`src/rtl/step_pulse_receiver_if.sv`:
```
// Step-pulse link between a raw step source and its receiver: the raw line in,
// the clean strobe and the per-window rate results out.
interface step_pulse_receiver_if;
   logic       STEP_IN;
   logic       STEP_STROBE;
   logic [7:0] RATE;
   logic       RATE_VALID;
   logic       OVER32;
   logic       HIGH64;

   modport master (
      output STEP_IN,
      input  STEP_STROBE, RATE, RATE_VALID, OVER32, HIGH64
   );

   modport slave (
      input  STEP_IN,
      output STEP_STROBE, RATE, RATE_VALID, OVER32, HIGH64
   );
endinterface

```
`src/rtl/step_pulse_receiver.sv`:
```
// Synchronizes and debounces a raw step line, emits one strobe per accepted
// rising edge, and reports steps per window with 32/64 activity flags.
module step_pulse_receiver #(
   parameter int unsigned DEBOUNCE_CYCLES = 100000,
   parameter int unsigned WINDOW_CYCLES   = 100000000
) (
   input logic                  CLK,
   input logic                  RESET,
   step_pulse_receiver_if.slave bus
);
   localparam int unsigned DW = $clog2(DEBOUNCE_CYCLES + 1);
   localparam int unsigned WW = $clog2(WINDOW_CYCLES);
   localparam logic [DW-1:0] D_LAST = DW'(DEBOUNCE_CYCLES - 1);
   localparam logic [WW-1:0] W_LAST = WW'(WINDOW_CYCLES - 1);

   logic          s1, s2;
   logic          db;
   logic [DW-1:0] dcnt;
   logic [WW-1:0] wcnt;
   logic [7:0]    acc;
   logic          step_strobe;
   logic [7:0]    rate;
   logic          rate_valid;
   logic          over32, high64;

   logic          promote;
   logic          terminal;
   logic [7:0]    acc_inc;
   logic [7:0]    closing_rate;

   assign promote      = (s2 != db) && (dcnt == D_LAST);
   assign terminal     = (wcnt == W_LAST);
   assign acc_inc      = (acc == 8'hFF) ? acc : acc + 8'd1;
   // A strobe visible during the terminal cycle belongs to the closing window.
   assign closing_rate = step_strobe ? acc_inc : acc;

   // NOTE: non-blocking assignments here so every flop samples pre-edge values;
   // s2 <= s1 then forms a true two-stage synchronizer, not a single wire.
   always_ff @(posedge CLK) begin
      if (!RESET) begin
         s1          <= 1'b0;
         s2          <= 1'b0;
         db          <= 1'b0;
         dcnt        <= '0;
         wcnt        <= '0;
         acc         <= '0;
         step_strobe <= 1'b0;
         rate        <= '0;
         rate_valid  <= 1'b0;
         over32      <= 1'b0;
         high64      <= 1'b0;
      end else begin
         s1 <= bus.STEP_IN;
         s2 <= s1;

         // Any sample matching the stable level restarts the stability count.
         if (s2 == db) begin
            dcnt <= '0;
         end else if (promote) begin
            db   <= s2;
            dcnt <= '0;
         end else begin
            dcnt <= dcnt + 1'b1;
         end

         step_strobe <= promote & s2;

         if (terminal) begin
            wcnt       <= '0;
            acc        <= '0;
            rate       <= closing_rate;
            rate_valid <= 1'b1;
            over32     <= (closing_rate > 8'd32);
            high64     <= (closing_rate >= 8'd64);
         end else begin
            wcnt       <= wcnt + 1'b1;
            rate_valid <= 1'b0;
            if (step_strobe) begin
               acc <= acc_inc;
            end
         end
      end
   end

   assign bus.STEP_STROBE = step_strobe;
   assign bus.RATE        = rate;
   assign bus.RATE_VALID  = rate_valid;
   assign bus.OVER32      = over32;
   assign bus.HIGH64      = high64;
endmodule
```
`src/flat_wrapper.sv`:
```
// flat-port wrapper written by rule: the top's interface ports become plain ports
module step_pulse_receiver_flat 
#(
   parameter int unsigned DEBOUNCE_CYCLES = 100000,
   parameter int unsigned WINDOW_CYCLES   = 100000000
)
  (CLK, RESET, bus_STEP_IN, bus_STEP_STROBE, bus_RATE, bus_RATE_VALID, bus_OVER32, bus_HIGH64);
  step_pulse_receiver_if bus_i ();
  input logic CLK;
  input logic RESET;
  input wire logic [$bits(bus_i.STEP_IN)-1:0] bus_STEP_IN;
  output wire logic [$bits(bus_i.STEP_STROBE)-1:0] bus_STEP_STROBE;
  output wire logic [$bits(bus_i.RATE)-1:0] bus_RATE;
  output wire logic [$bits(bus_i.RATE_VALID)-1:0] bus_RATE_VALID;
  output wire logic [$bits(bus_i.OVER32)-1:0] bus_OVER32;
  output wire logic [$bits(bus_i.HIGH64)-1:0] bus_HIGH64;
  assign bus_i.STEP_IN = bus_STEP_IN;
  assign bus_STEP_STROBE = bus_i.STEP_STROBE;
  assign bus_RATE = bus_i.RATE;
  assign bus_RATE_VALID = bus_i.RATE_VALID;
  assign bus_OVER32 = bus_i.OVER32;
  assign bus_HIGH64 = bus_i.HIGH64;
  step_pulse_receiver #(.DEBOUNCE_CYCLES(DEBOUNCE_CYCLES), .WINDOW_CYCLES(WINDOW_CYCLES)) u_core (.CLK(CLK), .RESET(RESET), .bus(bus_i));
endmodule
```
`config.mk`:
```
export PLATFORM = sky130hd
export DESIGN_NAME = step_pulse_receiver_flat
export DESIGN_NICKNAME = d
export VERILOG_FILES = /design/src/rtl/step_pulse_receiver_if.sv /design/src/rtl/step_pulse_receiver.sv /design/src/flat_wrapper.sv
export SDC_FILE = /design/constraint.sdc
export NUM_CORES = 1
export LEC_CHECK = 0
export ABC_AREA = 1
export BUFFER_PORTS_ARGS = -buffer_cell sky130_fd_sc_hd__buf_2
export CAP_MARGIN = 0
export CORE_ASPECT_RATIO = 0.5
export CORE_MARGIN = 5
export CORE_UTILIZATION = 50
export DETAILED_ROUTE_END_ITERATION = 7
export PLACE_DENSITY = 0.7
export SETUP_SLACK_MARGIN = 0.02
export SYNTH_ARGS = -nofsm -noshare
export SYNTH_HDL_FRONTEND = slang
export SYNTH_SLANG_ARGS = --single-unit
```
`constraint.sdc`:
```
create_clock -name CLK -period 1.8 [get_ports CLK]
set_input_delay 0.27 -clock CLK [delete_from_list [all_inputs] [get_ports CLK]]
set_output_delay 0.27 -clock CLK [all_outputs]
set_load 0.01 [all_outputs]
```
# After elaboration in Yosys (flattened, before gate mapping)
# Index checks and enable logic that the tools add are counted.
# word_totals
latch_bits	0
mem_bits_rw	0
ff_bits	67
elab_cells	31
in_bits	3
output_inout_bits	12
mem_count	0
rom_bits	0
# op_classes
reduce_logical	4
mux	3
add_sub_neg	3
n_eq_ne	5
n_lt_le_gt_ge	2
bitwise_logic	3
multipliers	0
div	0
n_shift	0
# op_table
cell	count
$add A27 B1 Y27 const B	1
$eq A27 B27 Y1 const B	1
$add A17 B1 Y17 const B	1
$eq A17 B17 Y1 const B	1
$mux W8	2
$add A8 B1 Y8 const B	1
$eq A8 B8 Y1 const B	1
$ge A8 B7 Y1 const B	1
$gt A8 B6 Y1 const B	1
$reduce_or A3 Y1	1
$not A1 Y1	2
$reduce_and A2 Y1	1
$reduce_or A2 Y1	1
$and A1 B1 Y1	1
$eq A1 B1 Y1	1
$logic_and A1 B1 Y1	1
$mux W1	1
$ne A1 B1 Y1	1

# Depth between registers and ports, before layout
# Gate-level depths: netlist of the first run.
# depth
word_depth	4
depth_mapped	11

# Worst setup path after synthesis of the first run
# Ideal clock, no wire load.
# synth_timing
path_kind	reg2reg
from	reg u_core.wcnt[0]
to	reg u_core.rate[5], in the netlist u_core.bus.RATE[5]
synth_period_minus_slack_ns	1.531
stages_incl_launch_ff	10
required_time_ns	1.670
setup_time_ns	0.130
slack_ns	0.269
arrival_time_ns	1.401
cell_sequence	dfxtp_1 -> ha_1 -> nand2_2 -> inv_2 -> nand2_1 -> nor2_2 -> nand2_2 -> o21ai_4 -> buf_6 -> o22ai_1
# synth_via
elab_chain_len	1
# synth_lines
item	line	rtl
start, declared	step_pulse_receiver.sv:19	logic [WW-1:0] wcnt;
start signal, assigned	step_pulse_receiver.sv:76	wcnt <= wcnt + 1'b1;
$eq A27 B27 Y1	step_pulse_receiver.sv:32	assign terminal = (wcnt == W_LAST);
end signal, assigned	step_pulse_receiver.sv:71	rate <= closing_rate;
end, declared	step_pulse_receiver.sv:22	logic [7:0] rate;
# No other way between the ends.
# A chain may end at the register's enable or synchronous reset.

# Worst setup path after layout of the first run
# Same ends and word-level chain as after synthesis.

==> results of run 1 <==
cells by family (layout without fill, tap and decap cells):
group / after synthesis / after routing / share of synthesized area, %
AOI/OAI and AO/OA: 38 / 38 / 6.69
xor gates and xnor gates: 20 / 20 / 5.38
adders and majority gates: 3 / 3 / 1.15
buffers and inverters: 70 / 100 / 9.03
DFF: 67 / 67 / 41.2
and+or+nand+nor: 268 / 268 / 36.5
final cells by class:
type / instances / area (um^2) / area share, %
timing repair buffer: 20 / 115 / 3.10
multi-input combinational: 329 / 1620 / 43.5
sequential: 67 / 1340 / 36.1
inverter: 64 / 240 / 6.46
tap: 88 / 110 / 2.96
clock inverter: 1 / 5.00 / 0.135
clock buffer: 15 / 288 / 7.74
routing by layer:
layer,vias up,part of all wire [%],GRT usage (%)
met2,41,47,30.8
met1,1274,47,20.7
met5,-,0,0
met4,0,1.0,5.73
met3,8,4.7,7.89
li1,1521,-,-
power by group:
| group | switching (uW) | internal [uW] | leakage [uW] |
|---|---|---|---|
| clock network | 608 | 1080 | 0.000146 |
| registers | 5.79 | 1490 | 0.000541 |
| logic | 32.1 | 15.8 | 0.000655 |
| total | 646 | 2590 | 0.00134 |
tightest hold or removal path, cell delays in order:
cell	delay [ps]
buf_2	70
nand2_1	40
inv_1	40
through the flow:
stage                     total power [uW]  util [%]  cell area, um^2
final                                 3240      60.2             3720
after CTS                             3270      60.2             3720
after floorplan                       1570         -             3250
after detailed placement              1580      55.4             3430
after global placement                1580      55.4             3430
after global routing                  3350      60.2             3720
path summary, 6_finish.rpt:
check	from	endpoint	cells after the start
worst max register to register	u_core.wcnt[0]	u_core.bus.RATE[5]	9
worst min-delay path	bus_STEP_IN	u_core.s1	3
worst max-delay path	u_core.wcnt[0]	u_core.bus.RATE[5]	9
worst min register to register	u_core.s1	u_core.s2	2
state kept, by name, summed over array words and instances (netlist names):
register                cells
u_core.acc                  8
u_core.bus.HIGH64           1
u_core.bus.OVER32           1
u_core.bus.RATE             8
u_core.bus.RATE_VALID       1
u_core.bus.STEP_STROBE      1
u_core.db                   1
u_core.dcnt                17
u_core.s1                   1
u_core.s2                   1
u_core.wcnt                27
cell usage in the layout, fill, tap and decap left out, types with 3 or more instances in the layout:
master and instances:
a21oi_1 20, buf_2 14, buf_4 6, clkbuf_16 9
clkbuf_8 4, dfxtp_1 67, ha_1 3, inv_1 61
inv_2 3, nand2_1 109, nand2_2 3, nand3_1 25
nand3b_1 7, nand4_1 16, nor2_1 83, nor2_2 6
nor3_1 10, o21ai_0 7, o22ai_1 6, xnor2_1 8
xor2_1 12
==> metrics.csv, run 1 <==
stage;metric;value;unit
setup_path;critical path class;reg2reg;
place;HPWL after DPL;4.92;mm
timing;Max Clock Skew;2.71;ps
final_layout;Post-Layout Cell Count;584;
grt;initial antenna violation count;0;
synth;Synthesis Warnings;0;
die;core footprint;6180;um^2
timing;Highest Clock Rate;615;MHz
clock_network;CTS Buf Count;9;
setup_path;crit path max fanout;14;
final_layout;fill count;595;
synth;Syn Std Cell Area;3250;um^2
synth;dominant cell by count in the synthesized netlist;nand2_1;
timing;RSZ-0062 raised after global routing;no;
timing;Slew HR;69.2;%
clock_network;clk root buf;clkbuf_16;
die;die area;8320;um^2
clock_network;htree depth;3;
clock_network;CTS resizes;0;
setup_path;WP buf/inv;2;
outcome;status;finished clean;
die;Die Y;67.0;um
detailed_routing;drt wl/cell;11.3;um
place;PortBufs;14;
synth;Synth area leader;dfxtp_1;
timing;Slew Viols, Final;0;
setup_path;Setup crit end kind;flip-flop;
clock_network;TritonCTS clock tree;built;
job;Max-cap violations;0;
synth;post-synth cell types;30;
synth;Post-synth EDFFs;0;
power;Peak supply drop;0.000474;V
detailed_routing;DR iter-0 viols;171;
synth;top-area cell type share of the netlist area;41.2;%
grt;global-route wire length before repair;11.6;mm
detailed_routing;total number of vias;2844;
die;# rows;20;
synth;commonest cells in the netlist;nand2_1, nor2_1, dfxtp_1, inv_1, nand3_1;
detailed_routing;TritonRoute pass-1 iters;4;
setup_path;crit path cell chain;ha_1 -> nand2_2 -> inv_2 -> nand2_1 -> nor2_2 -> nand2_2 -> o21ai_4 -> buf_4 -> o22ai_1;
timing;count of final hold-check violations;0;
timing;Worst-Margin Slew;459;ps
grt;maximum number of pins on one net before global-route repair;18;
synth;post-synth net total;472;
die;I/O pins;15;
detailed_routing;Total Wirelength;6.58;mm
die;Die Span X;124;um
final_layout;nets;497;
setup_path;Arr. time, crit path;1830;ps
place;GP Congestion;0.901;
final_layout;diode count;0;
synth;asr flop ratio synth;0;%
setup_path;Req. time, crit path;2000;ps
synth;#FFs+latches synth;67;
setup_path;max incr delay on CP;350;ps
grt;GRT Overall Usage;18.1;%
place;DP Cell Count;568;
final_layout;area delta synth->final;14.3;%
synth;Post-synth top flop;dfxtp_1;
clock_network;post-CTS setup buffers;0;
power;Pwr per Cell Area;870;nW/um^2
detailed_routing;Routed Antenna Nets;0;
setup_path;Largest delay share family, worst path;simple AND/OR/NAND/NOR gates;
timing;Final period util;90.3;%
power;Lkg Pwr;0.00134;uW
setup_path;R2R Setup Slk;170;ps
detailed_routing;# DRC;0;
synth;Gate Count Post-Synth;466;
grt;vias in the first global route;2705;
setup_path;Slowest-stage cell, CP;dfxtp_1;
clock_network;Worst-path clk slew;50;ps
synth;share of the yosys chip area belonging to registers;41.2;%
setup_path;element type at the critical path start;flip-flop;
grt;GR Overflow Total;0;
final_layout;layout cells sized above 1;10.7;%
synth;Avg Cell Area, Syn;6.98;um^2
place;pre-CTS setup slack;186;ps
timing;Final Setup Violations;0;
timing;Final WS setup;175;ps
clock_network;clock sink count;67;
detailed_routing;post-DR vias/cell;4.87;
timing;worst hold margin;122;ps
clock_network;hold_buf cts;0;
synth;largest cells by area after synthesis;dfxtp_1, nand2_1, nor2_1;
timing;setup TNS;0;ps
timing;Tmin final;1630;ps
die;Starting Density;52.7;%
setup_path;most used cell, CP;nand2_2;
clock_network;clk_lat worst skew;330;ps
min_path;Worst Hold Class;in2reg;
clock_network;CTS Buffer Depth;2;
(Power assumes the default switching activity.)
==> run 2: changes to the inputs <==
--- a/config.mk
+++ b/config.mk
@@ -6,13 +6,13 @@
 export NUM_CORES = 1
 export LEC_CHECK = 0
 export ABC_AREA = 1
-export BUFFER_PORTS_ARGS = -buffer_cell sky130_fd_sc_hd__buf_2
 export CAP_MARGIN = 0
 export CORE_ASPECT_RATIO = 0.5
 export CORE_MARGIN = 5
 export CORE_UTILIZATION = 50
 export DETAILED_ROUTE_END_ITERATION = 7
-export PLACE_DENSITY = 0.7
+export DONT_BUFFER_PORTS = 1
+export PLACE_DENSITY = 0.68
 export SETUP_SLACK_MARGIN = 0.02
 export SYNTH_ARGS = -nofsm -noshare
 export SYNTH_HDL_FRONTEND = slang
==> run 2 against run 1 <==
Against the previous run:
- via count is 0.81% lower
- count of clock-buffer cells in the layout is 3 lower
- final cell count is 2.1% lower
- power is 3.2% higher
- maximum frequency is 0.53% lower
- register-to-register slack hardly changed
- design area is 0.10% lower
- sequential power hardly changed
==> metrics.csv, run 2 (synthesis results as in run 1) <==
stage;metric;value;unit;change
timing;Final period util;90.8;%;+0.48 points
timing;Final Setup Violations;0;;unchanged
clock_network;CTS Buffer Depth;2;;unchanged
place;HPWL after DPL;4.97;mm;+1.1%
final_layout;layout cells sized above 1;9.30;%;-1.4 points
timing;setup TNS;0;ps;unchanged
grt;vias in the first global route;2632;;-2.7%
final_layout;commonest non-fill, non-tap cells in the layout;nand2_1, nor2_1, dfxtp_1;;
timing;Slew HR;71.9;%;+2.7 points
outcome;status;finished clean;;
timing;Highest Clock Rate;612;MHz;-0.53%
timing;RSZ-0062 raised after global routing;no;;
detailed_routing;DR iter-0 viols;236;;+38%
setup_path;Req. time, crit path;2000;ps;about the same
final_layout;most flop-heavy register;u_core.wcnt;;
job;Max-cap violations;0;;unchanged
final_layout;Top Registers;u_core.wcnt: 27 flops, u_core.dcnt: 17 flops;;
power;Final Power;3340;uW;+3.2%
power;Lkg Pwr;0.00130;uW;-3.5%
die;core footprint;6180;um^2;unchanged
die;Die Y;67.0;um;unchanged
grt;maximum number of pins on one net before global-route repair;24;;+6
place;PortBufs;0;;-14
clock_network;clk_lat worst skew;330;ps;about the same
final_layout;commonest non-fill, non-tap cell in the layout;nand2_1;;
setup_path;R2R Setup Slk;170;ps;about the same
setup_path;crit path max fanout;18;;+4
detailed_routing;drt wl/cell;11.6;um;+3.3%
clock_network;TritonCTS clock tree;built;;
timing;Worst-Margin Slew;420;ps;-39.1 ps
die;Die Span X;124;um;unchanged
detailed_routing;# DRC;0;;unchanged
grt;GR Overflow Total;0;;unchanged
grt;initial antenna violation count;0;;unchanged
detailed_routing;Total Wirelength;6.65;mm;+1.2%
min_path;Worst Hold Class;in2reg;;
power;Pwr per Cell Area;899;nW/um^2;+3.3%
die;I/O pins;15;;unchanged
clock_network;hold_buf cts;0;;unchanged
detailed_routing;Routed Antenna Nets;0;;unchanged
setup_path;most used cell, CP;nand2_2;;
final_layout;area delta synth->final;14.1;%;
setup_path;Arr. time, crit path;1830;ps;about the same
die;Starting Density;52.7;%;unchanged
clock_network;clock sink count;67;;unchanged
setup_path;crit path cell chain;ha_1 -> nand2_2 -> inv_2 -> nand2_1 -> nor2_2 -> nand2_2 -> o21ai_4 -> buf_12 -> o22ai_1;;
grt;GRT Overall Usage;18.7;%;+0.57 points
die;# rows;20;;unchanged
setup_path;Setup crit end kind;flip-flop;;
timing;Final WS setup;166;ps;-8.68 ps
detailed_routing;total number of vias;2821;;-0.81%
detailed_routing;TritonRoute pass-1 iters;4;;unchanged
clock_network;clk root buf;clkbuf_16;;
timing;Tmin final;1630;ps;+8.68 ps
power;Peak supply drop;0.000502;V;+5.8%
clock_network;htree depth;3;;unchanged
clock_network;CTS Buf Count;9;;unchanged
clock_network;Worst-path clk slew;50;ps;about the same
setup_path;max incr delay on CP;350;ps;about the same
die;die area;8320;um^2;unchanged
setup_path;critical path class;reg2reg;;
place;GP Congestion;0.852;;-5.5%
setup_path;element type at the critical path start;flip-flop;;
timing;count of final hold-check violations;0;;unchanged
timing;Slew Viols, Final;0;;unchanged
final_layout;nets;485;;-2.4%
detailed_routing;post-DR vias/cell;4.93;;+1.3%
final_layout;Post-Route Utilization;60.1;%;-0.061 points
clock_network;post-CTS setup buffers;0;;unchanged
place;pre-CTS setup slack;170;ps;-16.5 ps
final_layout;max FFs per register;27;;unchanged
setup_path;Slowest-stage cell, CP;dfxtp_1;;
clock_network;CTS resizes;0;;unchanged
grt;global-route wire length before repair;12.0;mm;+3.1%
final_layout;diode count;0;;unchanged
timing;Max Clock Skew;4.41;ps;+1.70 ps
run 2: cell count changes in the layout (fill, tap and decap cells not counted):
| cell | change |
|---|---|
| buf_2 | -14 |
| nand2_2 | +1 |
| clkbuf_1 | -2 |
| clkbuf_8 | -1 |
| clkinvlp_4 | +1 |
| nor2_1 | -1 |
| nor2_2 | +1 |
| nand2_1 | -1 |
| buf_12 | +2 |
| clkinv_2 | +1 |
| bufinv_16 | +1 |
run 2: worst max-delay path: cells and delay by family (launching register included):
family,cells,cell delay (ps)
compound gates,2,340
fa+ha+maj,1,190
buf+inv,2,260
flops,1,350
simple gates,4,360
run 2: area by class of cell:
type	instances	area, um^2
Inverter	64	240
Timing Repair Buffer	8	85.1
Clock inverter	4	47.5
Clock buffer	12	267
Fill cell	555	2470
Tap cell	88	110
Multi-Input combinational cell	329	1620
Sequential cell	67	1340
run 2: path summary, 6_finish.rpt:
kind / end / startpoint / depth (start not counted)
worst min-delay path: u_core.s1 / RESET / 2
worst max-delay path: u_core.bus.RATE[5] / u_core.wcnt[0] / 9
worst min register to register: u_core.s2 / u_core.s1 / 2
worst max register to register: u_core.bus.RATE[5] / u_core.wcnt[0] / 9
run 2: metal layers:
layer,GRT usage (%),up-vias,wire length (um)
met3,6.70,10,322
li1,-,1501,-
met2,30.8,44,3090
met5,0,-,0
met4,4.64,0,62
met1,23.4,1266,3180
run 2: metrics by stage:
step,cells,hold WS (ps),area [um^2]
6_report,572,35.1,3710
2_1_floorplan,466,368,3250
3_3_place_gp,556,365,3400
3_5_place_dp,556,370,3400
4_1_cts,572,23.4,3710
5_1_grt,572,31.3,3710
run 2: where the power goes:
| part | internal (uW) | switching [uW] |
|---|---|---|
| sequential | 1490 | 6.15 |
| combinational | 18.8 | 29.0 |
| clock | 1180 | 613 |
| total | 2690 | 648 |
